### src/rtl/rr_priority_arbiter.sv
// N-way arbiter with fixed-priority or round-robin selection and a registered grant held until accepted.
// Optional ARB_LOCK_EN: accepts with req_last=0 keep the current grant so a multi-beat burst stays locked.
module rr_priority_arbiter #(
  parameter  int N   = 4,
  localparam int IDW = (N > 1) ? $clog2(N) : 1
) (
  input  logic           clk,
  input  logic           rst_n,
  input  logic [N-1:0]   req,
  input  logic           mode,
  input  logic           gnt_ready,
  input  logic           req_last,
  output logic           gnt_valid,
  output logic [N-1:0]   gnt_onehot,
  output logic [IDW-1:0] gnt_idx
);

  typedef enum logic {IDLE, GRANT} state_t;

  state_t         state_q, state_d;
  logic [IDW-1:0] gnt_idx_q, gnt_idx_d;
  logic [IDW-1:0] rr_ptr_q, rr_ptr_d;
  logic [IDW-1:0] next_ptr;
  logic [N-1:0]   cand;
  logic           accept;
  logic           release_gnt;

  // Scan downwards so the last hit is the first candidate in priority order.
  function automatic logic [IDW-1:0] arb_pick(input logic [N-1:0] c, input logic rr,
                                              input logic [IDW-1:0] ptr);
    logic [IDW-1:0] win;
    int j;
    win = '0;
    for (int k = N - 1; k >= 0; k--) begin
      if (rr) begin
        j = int'(ptr) + k;
        if (j >= N) j = j - N;
      end else begin
        j = k;
      end
      if (c[j]) win = IDW'(j);
    end
    return win;
  endfunction

  assign gnt_valid  = (state_q == GRANT);
  assign gnt_onehot = gnt_valid ? (N'(1) << gnt_idx_q) : '0;
  assign gnt_idx    = gnt_idx_q;
  assign accept     = gnt_valid & gnt_ready;
  assign next_ptr   = (gnt_idx_q == IDW'(N - 1)) ? '0 : gnt_idx_q + IDW'(1);

`ifdef ARB_LOCK_EN
  assign release_gnt = accept & req_last;
`else
  logic unused_req_last;
  assign unused_req_last = req_last;
  assign release_gnt     = accept;
`endif

  always_comb begin
    state_d   = state_q;
    gnt_idx_d = gnt_idx_q;
    rr_ptr_d  = rr_ptr_q;
    cand      = '0;
    case (state_q)
      IDLE: begin
        if (|req) begin
          state_d   = GRANT;
          gnt_idx_d = arb_pick(req, mode, rr_ptr_q);
        end
      end
      GRANT: begin
        if (release_gnt) begin
          rr_ptr_d = next_ptr;
          // The just-accepted requester is excluded so another waiter gets the slot without a bubble.
          cand     = req & ~gnt_onehot;
          if (|cand) begin
            gnt_idx_d = arb_pick(cand, mode, next_ptr);
          end else begin
            state_d   = IDLE;
            gnt_idx_d = '0;
          end
        end
      end
      default: begin
        state_d   = IDLE;
        gnt_idx_d = '0;
      end
    endcase
  end

  always_ff @(posedge clk or negedge rst_n) begin
    if (!rst_n) begin
      state_q   <= IDLE;
      gnt_idx_q <= '0;
      rr_ptr_q  <= '0;
    end else begin
      state_q   <= state_d;
      gnt_idx_q <= gnt_idx_d;
      rr_ptr_q  <= rr_ptr_d;
    end
  end

endmodule
### config.mk
export PLATFORM = sky130hd
export DESIGN_NAME = rr_priority_arbiter
export DESIGN_NICKNAME = d
export VERILOG_FILES = /design/src/rtl/rr_priority_arbiter.sv
export SDC_FILE = /design/constraint.sdc
export NUM_CORES = 1
export LEC_CHECK = 0
export ABC_AREA = 1
export ABC_CLOCK_PERIOD_IN_PS = 2900
export CAP_MARGIN = 20
export CORE_MARGIN = 2
export CORE_UTILIZATION = 30
export DETAILED_ROUTE_END_ITERATION = 16
export PLACE_DENSITY_LB_ADDON = 0.08
export SYNTH_ARGS = -nofsm -noshare
export SYNTH_HDL_FRONTEND = slang
export SYNTH_SLANG_ARGS = --single-unit
### constraint.sdc
create_clock -name clk -period 2.9 [get_ports clk]
set_input_delay 0.58 -clock clk [delete_from_list [all_inputs] [get_ports clk]]
set_output_delay 0.58 -clock clk [all_outputs]
set_load 0.005 [all_outputs]
==> results of run 1 <==
## cell type report
type | count | area [um^2]
repair buffers | 14 | 140
multi-input cells | 112 | 551
clock buffers | 4 | 26.3
inverters | 23 | 88.8
flip-flops and latches | 5 | 125
well taps | 30 | 37.5
fillers | 284 | 1510
## metal layers
layer  vias to the layer above  GRT usage, %
li1                        470             -
met1                       397          18.0
met2                        21          18.9
met3                         0          2.81
met4                         0          2.09
met5                         -             0
## metrics by stage
| step | utilization, % | cell area, um^2 |
|---|---|---|
| 3_3_place_gp | 38.0 | 942 |
| 4_1_cts | 39.1 | 968 |
| 3_5_place_dp | 38.0 | 942 |
| 5_1_grt | 39.1 | 968 |
| 2_1_floorplan | - | 787 |
| 6_report | 39.1 | 968 |
## report_power, final
part	switching [mW]	leakage (nW)	internal, mW
Combinational	0.414	0.519	0.295
Clock	0.0276	0.0150	0.0519
Sequential	0.0586	0.0578	0.104
## path summary, 6_finish.rpt
check                       startpoint             to  slack [ns]  depth (start not counted)
setup / recovery            gnt_idx[0]  gnt_onehot[3]        0.67                          4
hold / removal             rr_ptr_q[1]    rr_ptr_q[1]        0.53                          2
setup reg to reg            gnt_idx[0]     gnt_idx[0]        1.05                         13
hold reg to reg            rr_ptr_q[1]    rr_ptr_q[1]        0.53                          2
max in group asynchronous        rst_n    rr_ptr_q[1]        2.16                          1
min in group asynchronous        rst_n     gnt_idx[1]        0.55                          1
## synthesized netlist by cell type, drive strengths merged
master / n
nand4: 2
nor2: 8
a31oi: 1
ha: 4
dfrtp: 5
inv: 23
a41oi: 1
a21oi: 3
buf: 2
o211ai: 1
nand3: 18
nand2: 74
## cell families after synthesis
logic type,Yosys count,synth area share [%]
AOI/OAI and AO/OA,6,4.77
adders and majority gates,4,6.36
buffers and inverters,25,14.1
DFF,5,15.9
and+or+nand+nor,102,58.8
## registers in the layout, summed over array words and instances, names as in the netlist
name       flops
gnt_idx        2
gnt_valid      1
rr_ptr_q       2
## worst min-delay path, cell delays in order (launching register included)
cell     delay (ns)
dfrtp_1        0.36
nand2_1        0.07
nand2_1        0.06
==> impl_metrics.ini, run 1 <==
[run_status]
status = complete, no violations

[layout]
area_growth_syn_to_layout_pct = 23.1
final_nets = 172
instances_no_fill = 188
layout_commonest_cell = nand2_1
layout_common_cells = nand2_1, inv_1, nand3_1, clkdlybuf4s50_1, nand2_2
drive_above_1_share_pct = 14.6
antenna_cells = 0

[setup_path]
cp_slowest_cell = clkdlybuf4s50_1
cp-start-kind = flop
crit_arrival_ns = 1.65
worst_setup_path_end_kind = output pin
crit_family = buffers and inverters
path_buf_inv = 2
slowest_delay_ns = 0.49
path_max_fanout = 6
required_ns = 2.32
path_cells = ha_1 -> nand2_1 -> inv_1 -> clkdlybuf4s50_1
critical_path_class = reg -> out

[cts]
ctsRootBufferMaster = clkbuf_4
htree_num_levels = 1
ctsResizeCount = 0
holdBufCountCts = 0
cts_buffers = 3
clk_latency_ns = 0.24
cts_tree = built
clockBufferDepth = 2
cts_setup_buffers = 0
path_clk_slew_ns = 0.05
cts_sinks = 5

[timing]
period_needed_ns = 2.23
fin_worst_skew_ns = 0.00635
worst_hold_slack_ns = 0.526
hold_viol_final = 0
worst_pin_slew_ns = 0.391
fmax_ghz = 0.448
rsz0062_at_grt = false
finalCritPeriodShare_pct = 77.0
setup_violations = 0
finalSetupTns_ns = 0
relSlewSlack_pct = 74.0
fin_ws_ns = 0.666
drv_slew = 0

[die]
die_h_um = 55.2
ioPinCount = 16
start_util_pct = 31.8
row_count = 18
die_area_um2 = 3050
die_w_um = 55.2
coreArea_um2 = 2480

[run]
drv_cap = 0

[yosys]
ys_seq_area_share_pct = 15.9
avgSynthCellArea_um2 = 5.54
ys_types = 18
syn-num-nets = 155
synth_top_area_cell = nand2_1
synth_area_um2 = 787
synth_cells = 142
yosysTopAreaCellShare_pct = 29.6
synth_seq_cells = 5
yosysWarnings = 0
synth_area_leaders = nand2_1, dfrtp_1, nand3_1

[global_route]
grt_pass1_wl_um = 3140
antenna_found_initial = 0
grtUsageTotal_pct = 12.4
grt_max_degree = 12
grt_overflow = 0
grt_pass1_vias = 772

[power_and_ir_drop]
leakage_nw = 0.592
powerDensity_nw_per_um2 = 982
power.total_mw = 0.951
ir_drop_uv = 462

[min_path]
min_path_type = reg -> reg

[detailed_routing]
drt-pass1-iter-count = 4
viasPerCell = 4.72
drt-met1-wl_um = 988
drtIter0Drc = 19
ant_nets = 0
drt_wl_total_um = 1890
highest_layer = met3
vias = 888
avgRoutedWirePerCell_um = 10.0
wl_met2_um = 820
drc = 0
routed-wl-met3_um = 80

[placed_design]
gp_congestion = 0.833
hpwl_um = 1580
placedCellCount = 184
port_buffers = 14
dp_slack_ns = 0.547
Note: power is estimated with default switching activity, not from simulation.
==> run 2, diff against run 1 <==
Settings changed: ABC_CLOCK_PERIOD_IN_PS 2900 to 1900.
Clock period 2.9 ns to 1.9 ns, I/O delays scaled along.
==> run 2 against run 1 <==
  * Clock power grew 48%
  * Setup slack lost 0.54 ns
  * Clock skew shrank 0.0062 ns
  * Critical path depth shrank 1
  * Sequential power grew 48%
  * Critical path type unchanged
==> impl_metrics.ini, run 2 (synthesized netlist as in run 1, its figures left out) <==
[timing]
relSlewSlack_pct = 86.2
fin_ws_ns = 0.128
drv_slew = 0
finalCritPeriodShare_pct = 93.3
rsz0062_at_grt = false
period_needed_ns = 1.77
worst_hold_slack_ns = 0.354
hold_viol_final = 0
fmax_ghz = 0.564
worst_pin_slew_ns = 0.207
setup_violations = 0
fin_worst_skew_ns = 0.000162
finalSetupTns_ns = 0

[placed_design]
port_buffers = 14
gp_congestion = 0.797
hpwl_um = 1650
placedCellCount = 191
dp_slack_ns = -0.0970
placed_cell_area_um2 = 1010

[layout]
final_core_util_pct = 45.7
final_area_um2 = 1130
drive_above_1_share_pct = 27.2
area_growth_syn_to_layout_pct = 43.9
layout_commonest_cell = nand2_1
instances_no_fill = 203
final_nets = 187
antenna_cells = 0
layout_common_cells = nand2_1, nand3_1, inv_1, buf_4, nand2_2

[setup_path]
critical_path_class = reg -> out
worst_setup_path_end_kind = output pin
endpoint = gnt_idx[0]
crit_cells = 3
ff2ff_path_depth = 15
critical_path.startpoint = gnt_idx[0]
regToRegSetupSlack_ns = 0.14
r2r-end = gnt_idx[0]
slowest_delay_ns = 0.44
path_common_cell = buf_4
crit_arrival_ns = 1.39
r2r_start = gnt_idx[1]
cp-start-kind = flop
cp_slowest_cell = clkdlybuf4s50_1
path_buf_inv = 3
path_cells = buf_4 -> buf_4 -> clkdlybuf4s50_1
required_ns = 1.52
crit_family = buffers and inverters
path_max_fanout = 4

[detailed_routing]
drtIter0Drc = 11
avgRoutedWirePerCell_um = 9.96
viasPerCell = 4.46
drc = 0
drt_wl_total_um = 2020
drt-pass1-iter-count = 4
ant_nets = 0
vias = 905

[cts]
clk_latency_ns = 0.23
cts_tree = built
holdBufCountCts = 0
path_clk_slew_ns = 0.04
htree_num_levels = 1
cts_sinks = 5
ctsRootBufferMaster = clkbuf_4
cts_buffers = 3
clockBufferDepth = 2

[die]
start_util_pct = 31.8
coreArea_um2 = 2480
row_count = 18
ioPinCount = 16
die_w_um = 55.2
die_h_um = 55.2
die_area_um2 = 3050

[power_and_ir_drop]
power.total_mw = 1.70
powerDensity_nw_per_um2 = 1500
leakage_nw = 0.715
ir_drop_uv = 827

[run_status]
status = complete, no violations

[global_route]
grt_pass1_vias = 822
grt_overflow = 0
antenna_found_initial = 0
grt_max_degree = 9
grt_pass1_wl_um = 3460
grtUsageTotal_pct = 13.8

[min_path]
min_path_type = in -> async

[run]
drv_cap = 0
run 2: cell count changes in the layout (fill, tap and decap cells not counted), moves of 2 or more:
cell,change
nand2_1,-2
buf_4,+14
clkdlybuf4s50_1,-5
dfrtp_1,-2
inv_1,-2
dfrtp_2,+2
dlymetal6s2s_1,+3
inv_2,+2
dlygate4sd2_1,+2
run 2: final cells by class:
type                            instances  area [um^2]
Tap cell                               30         37.5
Fill cell                             281         1350
Sequential cell                         5          128
Timing Repair Buffer                   29          270
Clock buffer                            4         26.3
Multi-Input combinational cell        112          582
Inverter                               23         88.8
run 2: worst min path at each step:
stage / start / end / slack, ns / cells past startpoint
after global placement: rr_ptr_q[1] / rr_ptr_q[1] / 0.52 / 2
after global routing: rst_n / gnt_valid / 0.35 / 1
final: rst_n / gnt_valid / 0.35 / 1
after floorplan: rst_n / gnt_idx[0] / 0.08 / 0
after detailed placement: rr_ptr_q[1] / rr_ptr_q[1] / 0.53 / 2
after CTS: rst_n / gnt_valid / 0.35 / 1
run 2: report_power, final:
| part | total (mW) | internal [mW] | switching (mW) |
|---|---|---|---|
| combinational | 1.34 | 0.614 | 0.725 |
| clock | 0.118 | 0.0791 | 0.0385 |
| sequential | 0.239 | 0.163 | 0.0760 |
| total | 1.70 | 0.856 | 0.840 |
run 2: repair_timing:
item,in CTS,in global routing
buffers inserted,6,2
gates resized for setup,5,11
setup endpoints to repair,4,4
pin swaps,0,2
run 2: per-layer routing:
metal  global-route usage [%]  share of wire [%]  vias to the layer above
met2                     20.7                 46                       18
li1                         -                  -                      504
met5                        0                  0                        -
met3                     1.17                2.9                        0
met4                     4.53                  0                        0
met1                     20.6                 51                      383
==> run 3, diff against run 2 <==
Settings changed: CTS_CLUSTER_DIAMETER set to 80.
==> results of run 3 <==
Final layout, timing and power as in run 2 (identical DEF).
